==> config.mk <==
export PLATFORM = sky130hd
export DESIGN_NAME = hack_screen_wq
export DESIGN_NICKNAME = d
export VERILOG_FILES = /design/src/rtl/hack_pkg.sv /design/src/rtl/hack_wq_mem.sv /design/src/rtl/hack_screen_wq.sv
export SDC_FILE = /design/constraint.sdc
export NUM_CORES = 1
export LEC_CHECK = 0
export ABC_AREA = 1
export CELL_PAD_IN_SITES_DETAIL_PLACEMENT = 1
export CELL_PAD_IN_SITES_GLOBAL_PLACEMENT = 2
export CORE_ASPECT_RATIO = 0.6
export CORE_UTILIZATION = 41
export DETAILED_ROUTE_END_ITERATION = 8
export PLACE_DENSITY_LB_ADDON = 0.1
export SYNTH_ARGS = -nofsm -noshare
export SYNTH_HDL_FRONTEND = slang
export SYNTH_HIERARCHICAL = 1
export SYNTH_SLANG_ARGS = --single-unit
==> constraint.sdc <==
create_clock -name clk -period 6.4 [get_ports clk]
set_clock_uncertainty 0.15 [all_clocks]
set_input_delay 0.96 -clock clk [delete_from_list [all_inputs] [get_ports clk]]
set_output_delay 0.96 -clock clk [all_outputs]
set_load 0.01 [all_outputs]
==> src/rtl/hack_pkg.sv <==
// Shared Hack memory-map constants and the screen write-queue entry type.
package hack_pkg;

    localparam int HACK_WORD_W    = 16;
    localparam int HACK_SCREEN_AW = 13;

    localparam logic [1:0] HACK_SCREEN_SEL = 2'b10;

    typedef struct packed {
        logic [HACK_SCREEN_AW-1:0] addr;
        logic [HACK_WORD_W-1:0]    data;
    } hack_wq_entry_t;

endpackage

==> src/rtl/hack_wq_mem.sv <==
// DEPTH-entry register array for the screen write queue: one write port,
// one asynchronous read port.
module hack_wq_mem
    import hack_pkg::*;
#(
    parameter int DEPTH = 8,
    parameter int W     = HACK_SCREEN_AW + HACK_WORD_W,
    parameter int PW    = $clog2(DEPTH)
) (
    input  logic          clk,
    input  logic          we,
    input  logic [PW-1:0] waddr,
    input  logic [W-1:0]  wdata,
    input  logic [PW-1:0] raddr,
    output logic [W-1:0]  rdata
);

    logic [W-1:0] mem_r [DEPTH];

    // Storage write port; contents need no reset since count gates visibility.
    always_ff @(posedge clk) begin
        if (we) begin
            mem_r[waddr] <= wdata;
        end
    end

    assign rdata = mem_r[raddr];

endmodule

==> src/rtl/hack_screen_wq.sv <==
// Screen write queue: buffers CPU screen writes and drains them over valid/ready.
// Optional tail-write coalescing is enabled by defining HACK_SCREEN_WQ_COALESCE_EN.
module hack_screen_wq
    import hack_pkg::*;
#(
    parameter int DEPTH = 8,
    parameter int AW    = HACK_SCREEN_AW,
    parameter int DW    = HACK_WORD_W
) (
    input  logic          clk,
    input  logic          reset,
    input  logic          load,
    input  logic [AW-1:0] addr,
    input  logic [DW-1:0] in,
    output logic          stall,
    output logic          fb_valid,
    output logic [AW-1:0] fb_addr,
    output logic [DW-1:0] fb_data,
    input  logic          fb_ready,
    output logic          ovf,
    input  logic          ovf_clr
);

    localparam int PW = $clog2(DEPTH);
    localparam int CW = PW + 1;
    localparam logic [CW-1:0] FULL_CNT = CW'(DEPTH);
    localparam logic [CW-1:0] ONE_CNT  = CW'(1);

    logic [PW-1:0]    rd_ptr_r;
    logic [PW-1:0]    wr_ptr_r;
    logic [CW-1:0]    count_r;
    logic             ovf_r;

    logic             full_s;
    logic             pop_s;
    logic             push_s;
    logic             drop_s;
    logic             coal_s;
    logic [PW-1:0]    wr_idx_s;
    logic [AW+DW-1:0] rd_data_s;

    assign full_s   = (count_r == FULL_CNT);
    assign fb_valid = (count_r != {CW{1'b0}});
    assign stall    = full_s;
    assign ovf      = ovf_r;
    assign pop_s    = fb_valid & fb_ready;

`ifdef HACK_SCREEN_WQ_COALESCE_EN
    // Shadow of the tail entry address, so the array keeps a single read port.
    logic [AW-1:0] tail_addr_r;

    // A popped sole entry cannot absorb a write; that case pushes normally.
    assign coal_s = load & fb_valid & (addr == tail_addr_r)
                  & ~((count_r == ONE_CNT) & pop_s);

    // Track the address of the most recently pushed entry.
    always_ff @(posedge clk) begin
        if (reset) begin
            tail_addr_r <= {AW{1'b0}};
        end else if (push_s) begin
            tail_addr_r <= addr;
        end else begin
            tail_addr_r <= tail_addr_r;
        end
    end
`else
    assign coal_s = 1'b0;
`endif

    assign push_s   = load & ~coal_s & (~full_s | pop_s);
    assign drop_s   = load & ~coal_s & full_s & ~pop_s;
    assign wr_idx_s = coal_s ? (wr_ptr_r - PW'(1)) : wr_ptr_r;

    hack_wq_mem #(
        .DEPTH (DEPTH),
        .W     (AW + DW),
        .PW    (PW)
    ) u_mem (
        .clk   (clk),
        .we    (push_s | coal_s),
        .waddr (wr_idx_s),
        .wdata ({addr, in}),
        .raddr (rd_ptr_r),
        .rdata (rd_data_s)
    );

    assign {fb_addr, fb_data} = rd_data_s;

    // Read and write pointers, wrapping modulo DEPTH.
    always_ff @(posedge clk) begin
        if (reset) begin
            rd_ptr_r <= {PW{1'b0}};
            wr_ptr_r <= {PW{1'b0}};
        end else begin
            rd_ptr_r <= pop_s  ? (rd_ptr_r + PW'(1)) : rd_ptr_r;
            wr_ptr_r <= push_s ? (wr_ptr_r + PW'(1)) : wr_ptr_r;
        end
    end

    // Occupancy; simultaneous push and pop leaves it unchanged.
    always_ff @(posedge clk) begin
        if (reset) begin
            count_r <= {CW{1'b0}};
        end else begin
            case ({push_s, pop_s})
                2'b10:   count_r <= count_r + ONE_CNT;
                2'b01:   count_r <= count_r - ONE_CNT;
                default: count_r <= count_r;
            endcase
        end
    end

    // Sticky overflow flag; a drop outranks a same-cycle clear.
    always_ff @(posedge clk) begin
        if (reset) begin
            ovf_r <= 1'b0;
        end else if (drop_s) begin
            ovf_r <= 1'b1;
        end else if (ovf_clr) begin
            ovf_r <= 1'b0;
        end else begin
            ovf_r <= ovf_r;
        end
    end

endmodule

## Yosys cells after proc, flatten, opt, wreduce, memory -nomap -nowiden

Memory sizes are Yosys's and may differ from the RTL's. A register that Yosys moved wholly into a read port is not among the register bits.
Cells that the tools add are included.

| storage, ports and cells | value |
|---|---|
| memory bits (writable) | 232 |
| latch bits | 0 |
| memories | 1 |
| word-level logic and storage cells | 29 |
| ROM bits | 0 |
| output and inout port bits | 32 |
| bits of input ports | 34 |
| flip-flop bits (word level) | 11 |

| operators by class | value |
|---|---|
| eq/ne operators | 3 |
| divide/modulo/power cells | 0 |
| multiplexer cells | 7 |
| add/subtract/negate cells | 4 |
| shift-type cells | 0 |
| multipliers | 0 |
| magnitude comparators | 0 |
| reductions and logical operators | 3 |
| bitwise logic cells | 7 |

Memories:

| name | words | width | read ports | clocked after Yosys merged registers in | wr ports | RTL line | RTL |
|---|---|---|---|---|---|---|---|
| u_mem.mem_r | 8 | 29 | 1 | 1 | 1 | hack_wq_mem.sv:18 | `logic [W-1:0] mem_r [DEPTH];` |

Operators with widths:

| operator | count |
|---|---|
| case mux 4 bit (2 select lines) | 1 |
| adder 3 x 1 -> 3 bit, second input constant | 2 |
| two-way mux 3 bit | 2 |
| adder 4 x 1 -> 4 bit, second input constant | 1 |
| AND 1 bit | 4 |
| equality test 4 bit, second input constant | 1 |
| two-way mux 1 bit | 4 |
| nonzero test 2 bit | 2 |
| nonzero test 4 bit | 1 |
| subtractor 4 x 1 -> 4 bit, second input constant | 1 |
| equality test 2 x 1 -> 1 bit, second input constant | 1 |
| equality test 2 bit, second input constant | 1 |
| NOT 1 bit | 2 |
| OR 1 bit | 1 |

## Depth between registers and ports, before layout

| depth | value |
|---|---|
| depth after elaboration | 6 |
| mapped depth | 13 |
| gate-level depth less buffers | 13 |

## Modules after synthesis

The synthesis kept the hierarchy.

Modules (own cells, without submodules):

| module | sequential area each (um^2) | instances | area each (um^2) | cells an instance |
|---|---|---|---|---|
| hack_wq_mem | 6966.7 | 1 | 10172.3 | 1021 |
| hack_screen_wq | 220.2 | 1 | 653.1 | 86 |

## Least setup slack after synthesis

No wires, ideal clock.

| path | value |
|---|---|
| path type | input -> register |
| start | in fb_ready |
| end | mem u_mem/mem_r[1][0] (netlist bit), enable pin |
| cell stages on the path | 6 |
| data required time | 5835 ps |
| data arrival time | 2614 ps |
| path slack | 3221 ps |
| setup time | 415 ps |
| buffers on the path | 0 |
| cells stage by stage | inv_1 > nand4_2 > nand2_1 > inv_1 > nand2_1 > nor2_1 |

| between the ends | value |
|---|---|
| longest elaborated chain between the ends | 5 |

Ends and longest elaborated chain:

| item | RTL line | RTL |
|---|---|---|
| start: declaration | hack_screen_wq.sv:19 | `input logic fb_ready,` |
| AND 1 bit | hack_screen_wq.sv:46 | `assign pop_s = fb_valid & fb_ready;` |
| OR 1 bit | hack_screen_wq.sv:70 | `assign push_s = load & ~coal_s & (~full_s \| pop_s);` |
| AND 1 bit | hack_screen_wq.sv:70 |  |
| net push_s | hack_screen_wq.sv:36 | `logic push_s;` |
| two-way mux 1 bit | hack_wq_mem.sv:22 | `if (we) begin` |
| two-way mux 1 bit (not written as such) | hack_wq_mem.sv:23 | `mem_r[waddr] <= wdata;` |
| end: declaration | hack_wq_mem.sv:18 |  |

The timed path passes the listed nets, and every way through them passes these cells.

==> results.sh <==
export IMPL_timing_final_ws_setup_ns=1.921
export IMPL_dieArea_um2=27080
export IMPL_ys_seq_area_share_pct=66.39
export IMPL_r2r_setup_slack_ns=3.66
export IMPL_postCtsSetupBuffers=0
export IMPL_max_freq_ghz=0.2232
export IMPL_avgSynthCellArea_um2=9.779
export IMPL_final_cells=1526
export IMPL_dp_final_hpwl_um=14410
export IMPL_cts_resized=0
export IMPL_clk_latency_ns=0.52
export IMPL_grt_ovfl_total=0
export IMPL_route_detailed_drc=0
export IMPL_syn_num_nets=1147
export IMPL_grt_pass1_wl_um=41570
export IMPL_finalSetupTns_ns=0
export IMPL_grtUsageTotal_pct=20.09
export IMPL_hold_path_class="reg -> reg"
export IMPL_final_area_um2=12500
export IMPL_top_layer="met4"
export IMPL_grt_antenna_before_repair=0
export IMPL_die_h_um=127.9
export IMPL_crit_path_start_kind="flip-flop"
export IMPL_outcome="finished, final reports clean"
export IMPL_core_area_um2=25620
export IMPL_critPathMaxFanout=79
export IMPL_tightest_slew_ns=1.288
export IMPL_final_max_slew_viol_count=0
export IMPL_tritoncts="yes"
export IMPL_htree_levels=1
export IMPL_met1_length_um=13800
export IMPL_clock_sinks=243
export IMPL_slew_headroom_pct=13.94
export IMPL_p_leak_nw=5.593
export IMPL_worst_setup_path_type="reg -> out"
export IMPL_grt_max_degree=80
export IMPL_finalCritPeriodShare_pct=69.99
export IMPL_cp_arrival_ns=3.37
export IMPL_yosys_area_top_type="edfxtp_1"
export IMPL_dp_slack_ns=2.447
export IMPL_rsz0062_at_grt="false"
export IMPL_antenna_left=0
export IMPL_clock_path_buffers=3
export IMPL_finalHoldViolations=0
export IMPL_gp_congestion=0.7211
export IMPL_drive_gt1_share_pct=4.770
export IMPL_syn_to_final_growth_pct=15.51
export IMPL_worstPathRequired_ns=5.29
export IMPL_fin_nets=1199
export IMPL_synthCells=1107
export IMPL_cts_hold_buf=0
export IMPL_yosysWarnings=6
export IMPL_placementRows=45
export IMPL_power_w=0.004525
export IMPL_place_inst=1485
export IMPL_synth_seq_cells=243
export IMPL_cp_end_kind="primary output"
export IMPL_hold_start="ovf"
export IMPL_numCtsBuffers=24
export IMPL_whs_path_depth=2
export IMPL_finalCriticalPeriod_ns=4.479
export IMPL_yosysUniqueCellTypes=26
export IMPL_finalSetupViolations=0
export IMPL_vias=7129
export IMPL_portBuffers=65
export IMPL_synth_area_um2=10830
export IMPL_hold_end="ovf"
export IMPL_wl_met2_um=10810
export IMPL_wl_um=25790
export IMPL_wl_met3_um=879
export IMPL_ff2ff_path_depth=6
export IMPL_grt_pass1_vias=7315
export IMPL_dr_first_iter_drc_count=352
export IMPL_wl_per_cell_um=16.90
export IMPL_chipWidth_um=211.8
export IMPL_powerDensity_nw_per_um2=361.9
export IMPL_avgViaCountPerCell=4.672
export IMPL_ir_worst_vdd_mv=0.2453
export IMPL_antennaDiodeCount=0
export IMPL_synthTopCellsByArea="edfxtp_1, nand2_1, inv_1"
export IMPL_placed_area_um2=11760
export IMPL_r2r_start="count_r[2]"
export IMPL_boundaryPins=66
export IMPL_start_util_pct=42.26
export IMPL_reg2reg_to="u_mem/mem_r[3][10]"
export IMPL_cts_root_buf="clkbuf_16"
export IMPL_firstDrtPassIters=4
export IMPL_clkSlewWorstSetupHoldPaths_ns=0.06
export IMPL_synth_top_area_share_pct=64.36
export IMPL_cap_violations=0
layout by cell type, fill, tap and decap left out:
cell and count:
nand2_1 399, inv_1 251, edfxtp_1 232, nand3_1 123, clkdlybuf4s50_1 65, clkbuf_16 25
a21oi_1 10, nor2_4 9, nor2_1 8, dfxtp_1 8, clkbuf_1 6, ha_1 5
buf_4 5, o21ai_0 3, clkinv_1 3, clkinv_2 3, clkbuf_8 3, inv_2 2
dfxtp_2 2, bufinv_8 1, nand4_2 1, nand3_4 1, nand2_4 1, xor2_1 1
o21ai_1 1, nand3b_1 1, xnor2_1 1, fa_1 1, bufinv_16 1, dfxtp_4 1
inv_4 1
cell usage after synthesis:
cell type  count
a21oi_1       10
buf_2         22
buf_4          6
buf_6          6
bufinv_8       1
clkbuf_1       9
clkbuf_2       1
dfxtp_1       11
edfxtp_1     232
fa_1           1
ha_1           5
inv_1        251
inv_2          2
inv_4          1
nand2_1      399
nand2_4        1
nand3_1      123
nand3_4        1
nand3b_1       1
nand4_2        1
nor2_1        16
nor2_4         1
o21ai_0        3
o21ai_1        1
xnor2_1        1
xor2_1         1
area by class of cell:
type	count	area (um^2)
multi-input cells	565	2464
clock buffers	34	689.4
clock inverters	7	56.30
flip-flops and latches	243	7193
inverters	255	973.4
well taps	352	440.4
repair buffers	70	688.2
fillers	2855	13110
metrics by stage:
stage                     utilization (%)  hold slack, ns
after floorplan                         -          0.3278
after global placement              45.90          0.3063
after detailed placement            45.90          0.3056
after CTS                           48.81          0.3180
after global routing                48.81          0.3632
final                               48.81          0.3152
state kept, by name, summed over array words and instances, names as in the netlist:
name,flops
ovf,1
u_mem/mem_r,232
wr_idx_s,3
rd_ptr_r,3
count_r,4
where the power goes:
part,switching (W),internal (W),total [W]
Combinational,0.000772,0.000487,0.00126
Clock,0.000580,0.000785,0.00136
Sequential,0.0000725,0.00183,0.00190
Total,0.00142,0.00310,0.00452
worst max-delay path, cell delays in order (launching register included):
cell,delay [ns]
dfxtp_4,0.76
inv_4,0.47
buf_4,0.47
nand2_1,0.11
nand3_1,0.08
nand2_1,0.09
nand2_1,0.08
nand2_1,0.12
clkdlybuf4s50_1,0.53
routing by layer:
layer,vias up,track usage (%)
met5,-,0
met4,0,3.495
met3,25,3.136
met2,98,30.21
met1,3469,30.88
li1,3537,-
worst max-delay path by stage:
stage / startpoint / to / slack, ns / cells after the start
floorplan: fb_ready / u_mem/mem_r[1][0] / 3.22 / 6
global placement: rd_ptr_r[0] / fb_data[0] / 2.47 / 8
detailed placement: rd_ptr_r[0] / fb_data[0] / 2.45 / 8
CTS: rd_ptr_r[0] / fb_data[0] / 1.88 / 8
global route: rd_ptr_r[0] / fb_addr[11] / 1.66 / 8
finish: rd_ptr_r[0] / fb_addr[12] / 1.92 / 8
cell families (layout without fill, tap and decap cells):
kind of cell / Yosys count / count (layout) / synth area share (%)
AOI/OAI and AO/OA: 14 / 14 / 0.6472
xor gates and xnor gates: 2 / 2 / 0.1618
adders and majority gates: 6 / 6 / 0.7628
buffers and inverters: 299 / 366 / 11.41
DFF: 243 / 243 / 66.39
and+or+nand+nor: 543 / 543 / 20.63
Power figures use the tool's default switching activity.
